**config.mk**
```make
export PLATFORM = sky130hd
export DESIGN_NAME = gyro_frame_ctrl
export DESIGN_NICKNAME = d
export VERILOG_FILES = /design/src/rtl/gyro_frame_ctrl.sv
export SDC_FILE = /design/constraint.sdc
export NUM_CORES = 1
export LEC_CHECK = 0
export ABC_AREA = 1
export CAP_MARGIN = 30
export CORE_ASPECT_RATIO = 0.5
export CORE_MARGIN = 4
export CORE_UTILIZATION = 45
export CTS_CLUSTER_SIZE = 8
export DETAILED_ROUTE_END_ITERATION = 10
export GPL_ROUTABILITY_DRIVEN = 0
export HOLD_SLACK_MARGIN = 0.08
export PLACE_DENSITY = 0.72
export SLEW_MARGIN = 40
export SYNTH_ARGS = -nofsm -noshare
export SYNTH_HDL_FRONTEND = slang
export SYNTH_SLANG_ARGS = --single-unit
```
**constraint.sdc**
```tcl
create_clock -name clk0 -period 3 [get_ports clk0]
set_clock_uncertainty 0.15 [all_clocks]
set_input_delay 0.3 -clock clk0 [delete_from_list [all_inputs] [get_ports clk0]]
set_output_delay 0.3 -clock clk0 [all_outputs]
set_load 0.1 [all_outputs]
```
**src/rtl/gyro_frame_ctrl.sv**
```systemverilog
// Frame parser, zero-angle command sequencer and link watchdog for the MPU6050 UART link.
// Define GYRO_CKSUM_EN to verify frame checksums and count rejected frames in err_cnt.
module gyro_frame_ctrl #(
   parameter int INIT_WAIT_CYC = 1000000,
   parameter int TIMEOUT_CYC   = 5000000,
   parameter int GAP_CYC       = 1000
) (
   input  logic               clk0,
   input  logic               rst_n,
   input  logic [7:0]         rx_data,
   input  logic               rx_valid,
   output logic [7:0]         tx_data,
   output logic               tx_valid,
   input  logic               tx_ready,
   input  logic               zero_req,
   output logic signed [15:0] roll,
   output logic signed [15:0] pitch,
   output logic signed [15:0] yaw,
   output logic               angle_valid,
   output logic               link_ok,
   output logic [7:0]         err_cnt
);

   typedef enum logic [1:0] {R_HUNT, R_TYPE, R_DATA, R_SUM} rx_state_t;
   typedef enum logic [1:0] {T_INIT, T_IDLE, T_SEND, T_GAP} tx_state_t;

   localparam int CNT_MAX = (INIT_WAIT_CYC > GAP_CYC) ? INIT_WAIT_CYC : GAP_CYC;
   localparam int CNT_W   = $clog2(CNT_MAX + 1);
   localparam int WD_W    = $clog2(TIMEOUT_CYC + 1);
   localparam logic [CNT_W-1:0] INIT_LAST = CNT_W'(INIT_WAIT_CYC - 1);
   localparam logic [CNT_W-1:0] GAP_LAST  = CNT_W'(GAP_CYC - 1);
   localparam logic [WD_W-1:0]  WD_MAX    = WD_W'(TIMEOUT_CYC);

   function automatic logic [7:0] cmd_byte(input logic [1:0] idx);
      case (idx)
         2'd0:    cmd_byte = 8'hFF;
         2'd1:    cmd_byte = 8'hAA;
         default: cmd_byte = 8'h52;
      endcase
   endfunction

   rx_state_t  rx_state, rx_state_n;
   logic [2:0] rx_idx;
   logic [7:0] frm_type;
   logic [7:0] dbyte [0:5];
   logic       sum_hit_p0;
   logic       good_p0;
   logic       bad_p0;

   // ---- stage p0: byte capture and checksum decision ----
   always_comb begin
      rx_state_n = rx_state;
      good_p0    = 1'b0;
      bad_p0     = 1'b0;
      if (rx_valid) begin
         case (rx_state)
            R_HUNT: if (rx_data == 8'h55) rx_state_n = R_TYPE;
            R_TYPE: rx_state_n = R_DATA;
            R_DATA: if (rx_idx == 3'd7) rx_state_n = R_SUM;
            R_SUM: begin
               rx_state_n = R_HUNT;
               if (sum_hit_p0) good_p0 = (frm_type == 8'h53);
               else            bad_p0  = 1'b1;
            end
            default: rx_state_n = R_HUNT;
         endcase
      end
   end

   always_ff @(posedge clk0 or negedge rst_n) begin
      if (!rst_n) begin
         rx_state <= R_HUNT;
         rx_idx   <= '0;
      end else begin
         rx_state <= rx_state_n;
         if (rx_valid && rx_state == R_TYPE)      rx_idx <= '0;
         else if (rx_valid && rx_state == R_DATA) rx_idx <= rx_idx + 3'd1;
      end
   end

   always_ff @(posedge clk0) begin
      if (rx_valid && rx_state == R_TYPE) frm_type <= rx_data;
      if (rx_valid && rx_state == R_DATA && rx_idx < 3'd6) dbyte[rx_idx] <= rx_data;
   end

`ifdef GYRO_CKSUM_EN
   function automatic logic [7:0] sat_inc8(input logic [7:0] v);
      sat_inc8 = (v == 8'hFF) ? v : v + 8'd1;
   endfunction

   logic [7:0] sum_acc;

   // Running sum restarts on the sync byte, so it always includes 0x55.
   always_ff @(posedge clk0 or negedge rst_n) begin
      if (!rst_n) begin
         sum_acc <= '0;
      end else if (rx_valid) begin
         if (rx_state == R_HUNT) sum_acc <= 8'h55;
         else                    sum_acc <= sum_acc + rx_data;
      end
   end
   assign sum_hit_p0 = (rx_data == sum_acc);

   always_ff @(posedge clk0 or negedge rst_n) begin
      if (!rst_n)      err_cnt <= '0;
      else if (bad_p0) err_cnt <= sat_inc8(err_cnt);
   end
`else
   assign sum_hit_p0 = 1'b1;
   assign err_cnt    = '0;
`endif

   // ---- stage p1: published angles ----
   always_ff @(posedge clk0 or negedge rst_n) begin
      if (!rst_n) begin
         roll        <= '0;
         pitch       <= '0;
         yaw         <= '0;
         angle_valid <= 1'b0;
      end else begin
         angle_valid <= good_p0;
         if (good_p0) begin
            roll  <= signed'({dbyte[1], dbyte[0]});
            pitch <= signed'({dbyte[3], dbyte[2]});
            yaw   <= signed'({dbyte[5], dbyte[4]});
         end
      end
   end

   logic [WD_W-1:0] wd_cnt;

   // A good frame takes priority over an expiring count.
   always_ff @(posedge clk0 or negedge rst_n) begin
      if (!rst_n) begin
         wd_cnt  <= '0;
         link_ok <= 1'b0;
      end else if (good_p0) begin
         wd_cnt  <= '0;
         link_ok <= 1'b1;
      end else if (wd_cnt != WD_MAX) begin
         wd_cnt <= wd_cnt + WD_W'(1);
         if (wd_cnt == WD_MAX - WD_W'(1)) link_ok <= 1'b0;
      end else begin
         link_ok <= 1'b0;
      end
   end

   tx_state_t        tx_state, tx_state_n;
   logic [CNT_W-1:0] tx_cnt;
   logic [1:0]       tx_idx;
   logic             pending;
   logic             cnt_run;
   logic             cnt_done;
   logic             accept;
   logic             take;
   logic             init_done;

   always_comb begin
      tx_state_n = tx_state;
      tx_valid   = 1'b0;
      tx_data    = 8'h00;
      take       = 1'b0;
      init_done  = 1'b0;
      cnt_run    = (tx_state == T_INIT) || (tx_state == T_GAP);
      cnt_done   = (tx_cnt == ((tx_state == T_INIT) ? INIT_LAST : GAP_LAST));
      accept     = 1'b0;
      case (tx_state)
         T_INIT: if (cnt_done) begin
            tx_state_n = T_IDLE;
            init_done  = 1'b1;
         end
         T_IDLE: if (pending) begin
            tx_state_n = T_SEND;
            take       = 1'b1;
         end
         T_SEND: begin
            tx_valid = 1'b1;
            tx_data  = cmd_byte(tx_idx);
            accept   = tx_ready;
            if (tx_ready && tx_idx == 2'd2) tx_state_n = T_GAP;
         end
         T_GAP: if (cnt_done) tx_state_n = T_IDLE;
         default: tx_state_n = T_INIT;
      endcase
   end

   always_ff @(posedge clk0 or negedge rst_n) begin
      if (!rst_n) begin
         tx_state <= T_INIT;
         tx_cnt   <= '0;
         tx_idx   <= '0;
         pending  <= 1'b0;
      end else begin
         tx_state <= tx_state_n;
         if (tx_state_n != tx_state) tx_cnt <= '0;
         else if (cnt_run)           tx_cnt <= tx_cnt + CNT_W'(1);
         if (take)        tx_idx <= '0;
         else if (accept) tx_idx <= tx_idx + 2'd1;
         // A request arriving while a sequence starts queues one more.
         pending <= zero_req | init_done | (pending & ~take);
      end
   end

endmodule

```
==> run_results.csv, run 1 <==
group,metric,value,unit
worst_setup_path,critPathRequiredTime,3.21,ns
worst_setup_path,critPathKind,"register to register",
timing,post-route-period-util,84.4,%
timing,fin_ws,0.468,ns
outcome,outcome,"complete, no violations",
worst_setup_path,cp-endpoint,"tx_cnt[10]",
route,viasPerCell,4.89,
floorplanning,io_pins,80,
worst_setup_path,critPathBufInv,3,
power,power.share.sequential,38.3,%
timing,finalCriticalPeriod,2.53,ns
timing,setup_violations,0,
timing,report.final.slew_viol_count,0,
grt,grt_pass1_wl,23500,µm
power,power_frac_clock,32.6,%
worst_setup_path,r2r-end,"tx_cnt[10]",
worst_setup_path,startpoint,"tx_state[0]",
grt,antenna_found_initial,0,
grt,grt_max_degree,57,
worst_setup_path,reg2regPathDepth,16,
placement,io_buffers,71,
power,vdd_drop_max,0.000728,V
timing,rsz0062_at_grt,"false",
clock_network,clk_pin_slew,0.07,ns
floorplanning,dieArea,17800,µm²
yosys,ys_ff_latch,159,
route,top_layer_used,"met4",
yosys,synthTopCellsByArea,"dfrtp_1 (37%), edfxtp_1 (24%), nand2_1 (12%), inv_1 (3.6%), ha_1 (3.4%)",
clock_network,cts_buffers,17,
timing,slew_headroom,55.8,%
worst_setup_path,reg2reg_slack,0.47,ns
route,wl_met1,6470,µm
yosys,synth_top_cell_by_area,"dfrtp_1",
timing,tightest_slew,0.660,ns
power,p_per_area,794,nW/µm²
worst_setup_path,cp-end-kind,"register",
job,cap_violations,0,
worst_setup_path,critPathArrivalTime,2.75,ns
yosys,ys.warnings.count,0,
worst_setup_path,critPathMostFrequentCell,"nand2_2",
clock_network,cts_setup_buffers,0,
placement,placed_cell_area,7820,µm²
worst_setup_path,worstSetupPathDepth,16,
yosys,synth_top_area_share,36.7,%
power,p_sw,2.67,mW
worst_hold_path,worstHoldPathType,"primary input to async pin",
worst_setup_path,cp_max_fo,12,
timing,hold_violations,0,
yosys,yosysMostFrequentCell,"nand2_1",
yosys,async_reset_ff_share,64.8,%
power,total_power,6.71,mW
timing,setup_tns,0,ns
worst_setup_path,crit_path_top_delay_cell,"dfrtp_1",
clock_network,cts_tree,"done",
cells_and_area,nFillCells,1242,
yosys,synthFlopType,"dfrtp_1",
cells_and_area,multi_input_area,2340,µm²
cells_and_area,areaGrowthSynthToFinish,20.4,%
yosys,syn_area_per_cell,9.92,µm²
power,switching_share,39.8,%
timing,fmax,395,MHz
floorplanning,start_util,47.2,%
yosys,syn_inst,707,
cells_and_area,drive_gt1_share,20.1,%
power,pwr-share-comb,29.1,%
cells_and_area,num_antenna_cells,0,
grt,grtUsageTotal,17.0,%
grt,grt_pass1_vias,4807,
yosys,synth_common_cells,"nand2_1 (220), dfrtp_1 (103), inv_1 (68)",
yosys,ys_seq_area_share,60.7,%
worst_setup_path,crit_family,"simple AND/OR/NAND/NOR gates",
clock_network,clk-insertion-delay-late,0.43,ns
worst_setup_path,crit_chain,"inv_1 -> ha_1 -> inv_1 -> nand3b_1 -> nand2_1 -> nand2_1 -> nor2_1 -> nand2_2 -> nand2_2 -> nand2_2 -> nand2_2 -> nand2_2 -> nand2_2 -> nand3_2 -> buf_4 -> nor2_2",
worst_setup_path,crit-reg2reg-launch,"tx_state[0]",
clock_network,h-tree-depth,4,
route,vias,4914,
clock_network,cts-root-buf,"clkbuf_16",
route,detail-route-antenna-nets,0,
cells_and_area,nNetsFinal,825,
route,drt_iter0_markers,313,
clock_network,cts_buffer_depth,2,
route,routedWlPerCell,14.4,µm
placement,place_hpwl,9700,µm
yosys,synth.distinct_cells,40,
power,power.internal,4.03,mW
yosys,synth_edf_count,56,
yosys,syn_area,7020,µm²
route,wl_met2,7180,µm
route,finalWirelength,14500,µm
power,p_leak,3.97,nW
clock_network,clock-sinks,159,
route,dr_wl_met3,560,µm
worst_setup_path,max_stage_delay,0.41,ns
floorplanning,core_area,14900,µm²
route,dr.pass1.iters,7,
floorplanning,die_w,185,µm
grt,grt_overflow_total,0,
placement,pre_cts_slack,0.492,ns
floorplanning,floorplan.rows,31,
worst_setup_path,critPathLaunchType,"register",
route,drc,0,
cells_and_area,final_area,8450,µm²
floorplanning,chipHeight,96.3,µm
cells_and_area,regArea,4260,µm²
==> power groups by stage <==
stage	logic, mW	registers [mW]	clock network, mW
final	1.95	2.57	2.19
after global routing	2.09	2.59	2.34
after CTS	1.96	2.57	2.22
after detailed placement	1.96	2.61	0
after global placement	1.91	2.61	0
after floorplan	1.55	2.73	0
==> worst min path at each step <==
stage                     cells after the start           to         from  slack (ns)
after floorplan                               0  angle_valid        rst_n       -0.15
after global placement                        1      yaw[11]        rst_n        0.21
after detailed placement                      1  rx_state[1]        rst_n        0.23
after CTS                                     2      roll[3]  dbyte[0][3]        0.29
after global routing                          2     pitch[2]  dbyte[2][2]        0.31
final                                         2      yaw[14]        rst_n        0.28
==> state kept, by name (all words and copies together) (netlist names), 2 cells and up <==
signal and flops:
roll 16, tx_cnt 20, wd_cnt 23, dbyte 48, rx_idx 3, pitch 16, tx_idx 2, tx_state 2
yaw 16, frm_type 8, rx_state 2
==> what timing repair did <==
action	CTS	global route
endpoints found under the hold margin	47	0
resized for setup	0	0
hold buffers	1	0
==> placed cells by master, fill, tap and decap left out, types with 3 or more instances in the layout <==
master and n:
nor3_2 4, clkbuf_16 17, nor2_1 34, ha_1 18, nor2_4 5, inv_1 68, nand2_2 11, inv_8 3
nand4_1 8, o21ai_0 21, nand3_2 3, inv_6 3, nor4_1 7, a21oi_1 18, conb_1 8, nor3_1 11
buf_4 75, xor2_1 16, clkdlybuf4s50_1 11, nor2_2 22, clkinv_8 6, nand2_1 220, nand3_1 26, dfrtp_1 103
edfxtp_1 56, clkinv_1 3
==> metrics by stage <==
stage                     cells  hold WS (ns)  util (%)
after CTS                  1004         0.294      56.9
after floorplan             714        -0.146         -
final                      1004         0.284      56.9
after detailed placement    971         0.229      52.6
after global placement      971         0.215      52.6
after global routing       1004         0.315      56.9
==> area by class of cell <==
| class | count | area share [%] |
|---|---|---|
| Sequential cell | 159 | 50.4 |
| Clock buffer | 17 | 5.04 |
| Inverter | 74 | 3.35 |
| Timing Repair Buffer | 88 | 8.33 |
| Clock inverter | 15 | 2.25 |
| Multi-Input combinational cell | 453 | 27.7 |
| Tap cell | 198 | 2.93 |
==> layer usage <==
metal	track usage [%]	vias up
li1	-	2424
met1	20.8	2374
met2	30.3	95
met3	3.81	21
met4	5.97	0
met5	0	-
==> worst reg2reg max path: stages, from the launching register on <==
cell	delay [ns]
dfrtp_1	0.41
inv_1	0.13
ha_1	0.28
inv_1	0.13
nand3b_1	0.10
nand2_1	0.07
nand2_1	0.05
nor2_1	0.13
nand2_2	0.09
nand2_2	0.07
nand2_2	0.06
nand2_2	0.07
nand2_2	0.05
nand2_2	0.06
nand3_2	0.24
buf_4	0.31
nor2_2	0.10
==> cell families after synthesis <==
group	share of synthesized area, %
xor+xnor	2.25
fa+ha+maj	3.39
other cells	0.0534
flops	60.7
buf+inv	6.63
simple gates	22.9
compound gates	4.05
Note: power is estimated with default switching activity, not from simulation.
==> run 2, diff against run 1 <==
PLACE_DENSITY = 0.75   (was 0.72)
clock period = 2.2 ns   (was 3 ns; I/O delays follow)
==> run_results.csv, run 2 (same netlist as run 1, synthesis figures left out) <==
group,metric,value,unit
floorplanning,chipHeight,96.3,µm
grt,grt_overflow_total,0,
worst_setup_path,cp-end-kind,"register",
clock_network,clk_pin_slew,0.08,ns
power,power.internal,6.05,mW
timing,report.final.slew_viol_count,0,
power,power_frac_clock,30.8,%
grt,grt_pass1_vias,5006,
worst_hold_path,worstHoldPathType,"primary input to async pin",
cells_and_area,top_register,"dbyte",
placement,place_hpwl,10100,µm
clock_network,cts_tree,"done",
worst_setup_path,r2r-end,"tx_cnt[16]",
route,drt_iter0_markers,336,
grt,antenna_found_initial,0,
floorplanning,core_area,14900,µm²
worst_setup_path,worstSetupPathDepth,13,
floorplanning,start_util,47.2,%
route,detail-route-antenna-nets,0,
route,vias,5032,
power,p_leak,4.08,nW
grt,grt_pass1_wl,24200,µm
power,p_sw,3.71,mW
grt,grtUsageTotal,17.3,%
timing,fmax,477,MHz
placement,io_buffers,71,
clock_network,clock-sinks,159,
cells_and_area,num_antenna_cells,0,
clock_network,cts_buffer_depth,2,
job,cap_violations,0,
worst_setup_path,max_stage_delay,0.40,ns
cells_and_area,nFillCells,1213,
route,routedWlPerCell,14.2,µm
worst_setup_path,startpoint,"tx_state[1]",
power,power.share.sequential,35.9,%
clock_network,cts-root-buf,"clkbuf_16",
route,drc,0,
floorplanning,io_pins,80,
clock_network,clk-insertion-delay-late,0.42,ns
power,pwr-share-comb,33.3,%
worst_setup_path,critPathBufInv,3,
worst_setup_path,crit_chain,"inv_2 -> ha_4 -> clkinv_4 -> nand3_4 -> nor2_4 -> nand2_2 -> nor2_4 -> nand2_2 -> nor2_4 -> nand4_1 -> xor2_1 -> inv_2 -> nor2_2",
cells_and_area,largest_reg_flops,48,
grt,grt_max_degree,45,
power,p_per_area,1120,nW/µm²
cells_and_area,final_core_util,58.8,%
route,finalWirelength,14500,µm
worst_setup_path,critPathMostFrequentCell,"nor2_4",
worst_setup_path,critPathRequiredTime,2.41,ns
floorplanning,die_w,185,µm
power,switching_share,38.0,%
cells_and_area,largestRegisters,"dbyte: 48 flops, wd_cnt: 23 flops, tx_cnt: 20 flops",
power,total_power,9.76,mW
worst_setup_path,crit-reg2reg-launch,"tx_state[1]",
cells_and_area,final_common_cell,"nand2_1",
timing,setup_violations,0,
worst_setup_path,reg2reg_slack,0.10,ns
worst_setup_path,crit_path_top_delay_cell,"dfrtp_1",
worst_setup_path,cp-endpoint,"tx_cnt[16]",
worst_setup_path,cp_max_fo,5,
floorplanning,dieArea,17800,µm²
route,dr.pass1.iters,5,
worst_setup_path,critPathArrivalTime,2.31,ns
worst_setup_path,critPathLaunchType,"register",
clock_network,h-tree-depth,4,
timing,hold_violations,0,
worst_setup_path,critPathKind,"register to register",
floorplanning,floorplan.rows,31,
route,viasPerCell,4.93,
outcome,outcome,"complete, no violations",
cells_and_area,areaGrowthSynthToFinish,24.6,%
cells_and_area,nNetsFinal,841,
timing,hold_slack,0.154,ns
clock_network,cts_buffers,17,
cells_and_area,layout_common_cells,"nand2_1 (220), dfrtp_1 (103), buf_4 (80)",
timing,finalCriticalPeriod,2.10,ns
cells_and_area,drive_gt1_share,22.7,%
worst_setup_path,reg2regPathDepth,13,
worst_setup_path,crit_family,"simple AND/OR/NAND/NOR gates",
power,vdd_drop_max,0.000820,V
timing,rsz0062_at_grt,"true",
timing,post-route-period-util,95.4,%
## run 2: changes by cell type in the layout (fill, tap and decap cells not counted), sizes merged
| cell | before | now |
|---|---|---|
| buf | 76 | 92 |
| clkinvlp | 1 | 3 |
| inv | 77 | 76 |
| bufinv | 0 | 1 |
| clkinv | 11 | 9 |
## run 2: per-stage QoR
stage          std cells  setup TNS [ns]  area, µm²  setup slack [ns]
2_1_floorplan        714          -0.178       7090            -0.112
3_3_place_gp         983               0       8060             0.157
3_5_place_dp         983               0       8060            0.0459
4_1_cts             1016               0       8690           0.00897
5_1_grt             1020         -0.0409       8740           -0.0180
6_report            1020               0       8740             0.102
## run 2: repair_timing
item | 4_1_cts | 5_1_grt
buffers inserted | 0 | 4
hold endpoints to repair | 103 | 0
gates resized for setup | 0 | 6
endpoints found under the setup margin | 0 | 20
hold buffers | 1 | 0
## run 2: worst min-delay path by stage
stage / cells after the start / end / slack (ns) / start
3_5_place_dp: 1 / roll[14] / 0.08 / rst_n
4_1_cts: 2 / yaw[6] / 0.15 / rst_n
6_report: 2 / roll[12] / 0.15 / rst_n
5_1_grt: 2 / roll[14] / 0.22 / rst_n
2_1_floorplan: 0 / angle_valid / -0.23 / rst_n
3_3_place_gp: 1 / yaw[11] / 0.07 / rst_n
## run 2: final cells by class
class / instances / area [µm²] / share of cell area [%]
sequential: 159 / 4260 / 48.7
clock buffer: 17 / 425 / 4.87
tap: 198 / 248 / 2.83
multi-input combinational: 453 / 2360 / 27.1
inverter: 74 / 287 / 3.28
timing repair buffer: 104 / 961 / 11.0
clock inverter: 15 / 198 / 2.26
## run 2: power groups by stage
| stage | Sequential, mW | Clock [mW] | Combinational, mW |
|---|---|---|---|
| after global placement | 3.54 | 0 | 3.14 |
| final | 3.51 | 3.00 | 3.25 |
| after floorplan | 3.72 | 0 | 2.18 |
| after CTS | 3.50 | 3.06 | 3.21 |
| after detailed placement | 3.56 | 0 | 3.21 |
| after global routing | 3.53 | 3.18 | 3.50 |
## run 2: metal layers
metal  part of all wire, %  vias to the layer above  global-route usage, %
met4                   1.1                        0                   5.10
met2                    49                      114                   29.7
met3                   4.6                       14                   4.11
met1                    45                     2448                   22.2
li1                      -                     2456                      -
met5                     0                        -                      0
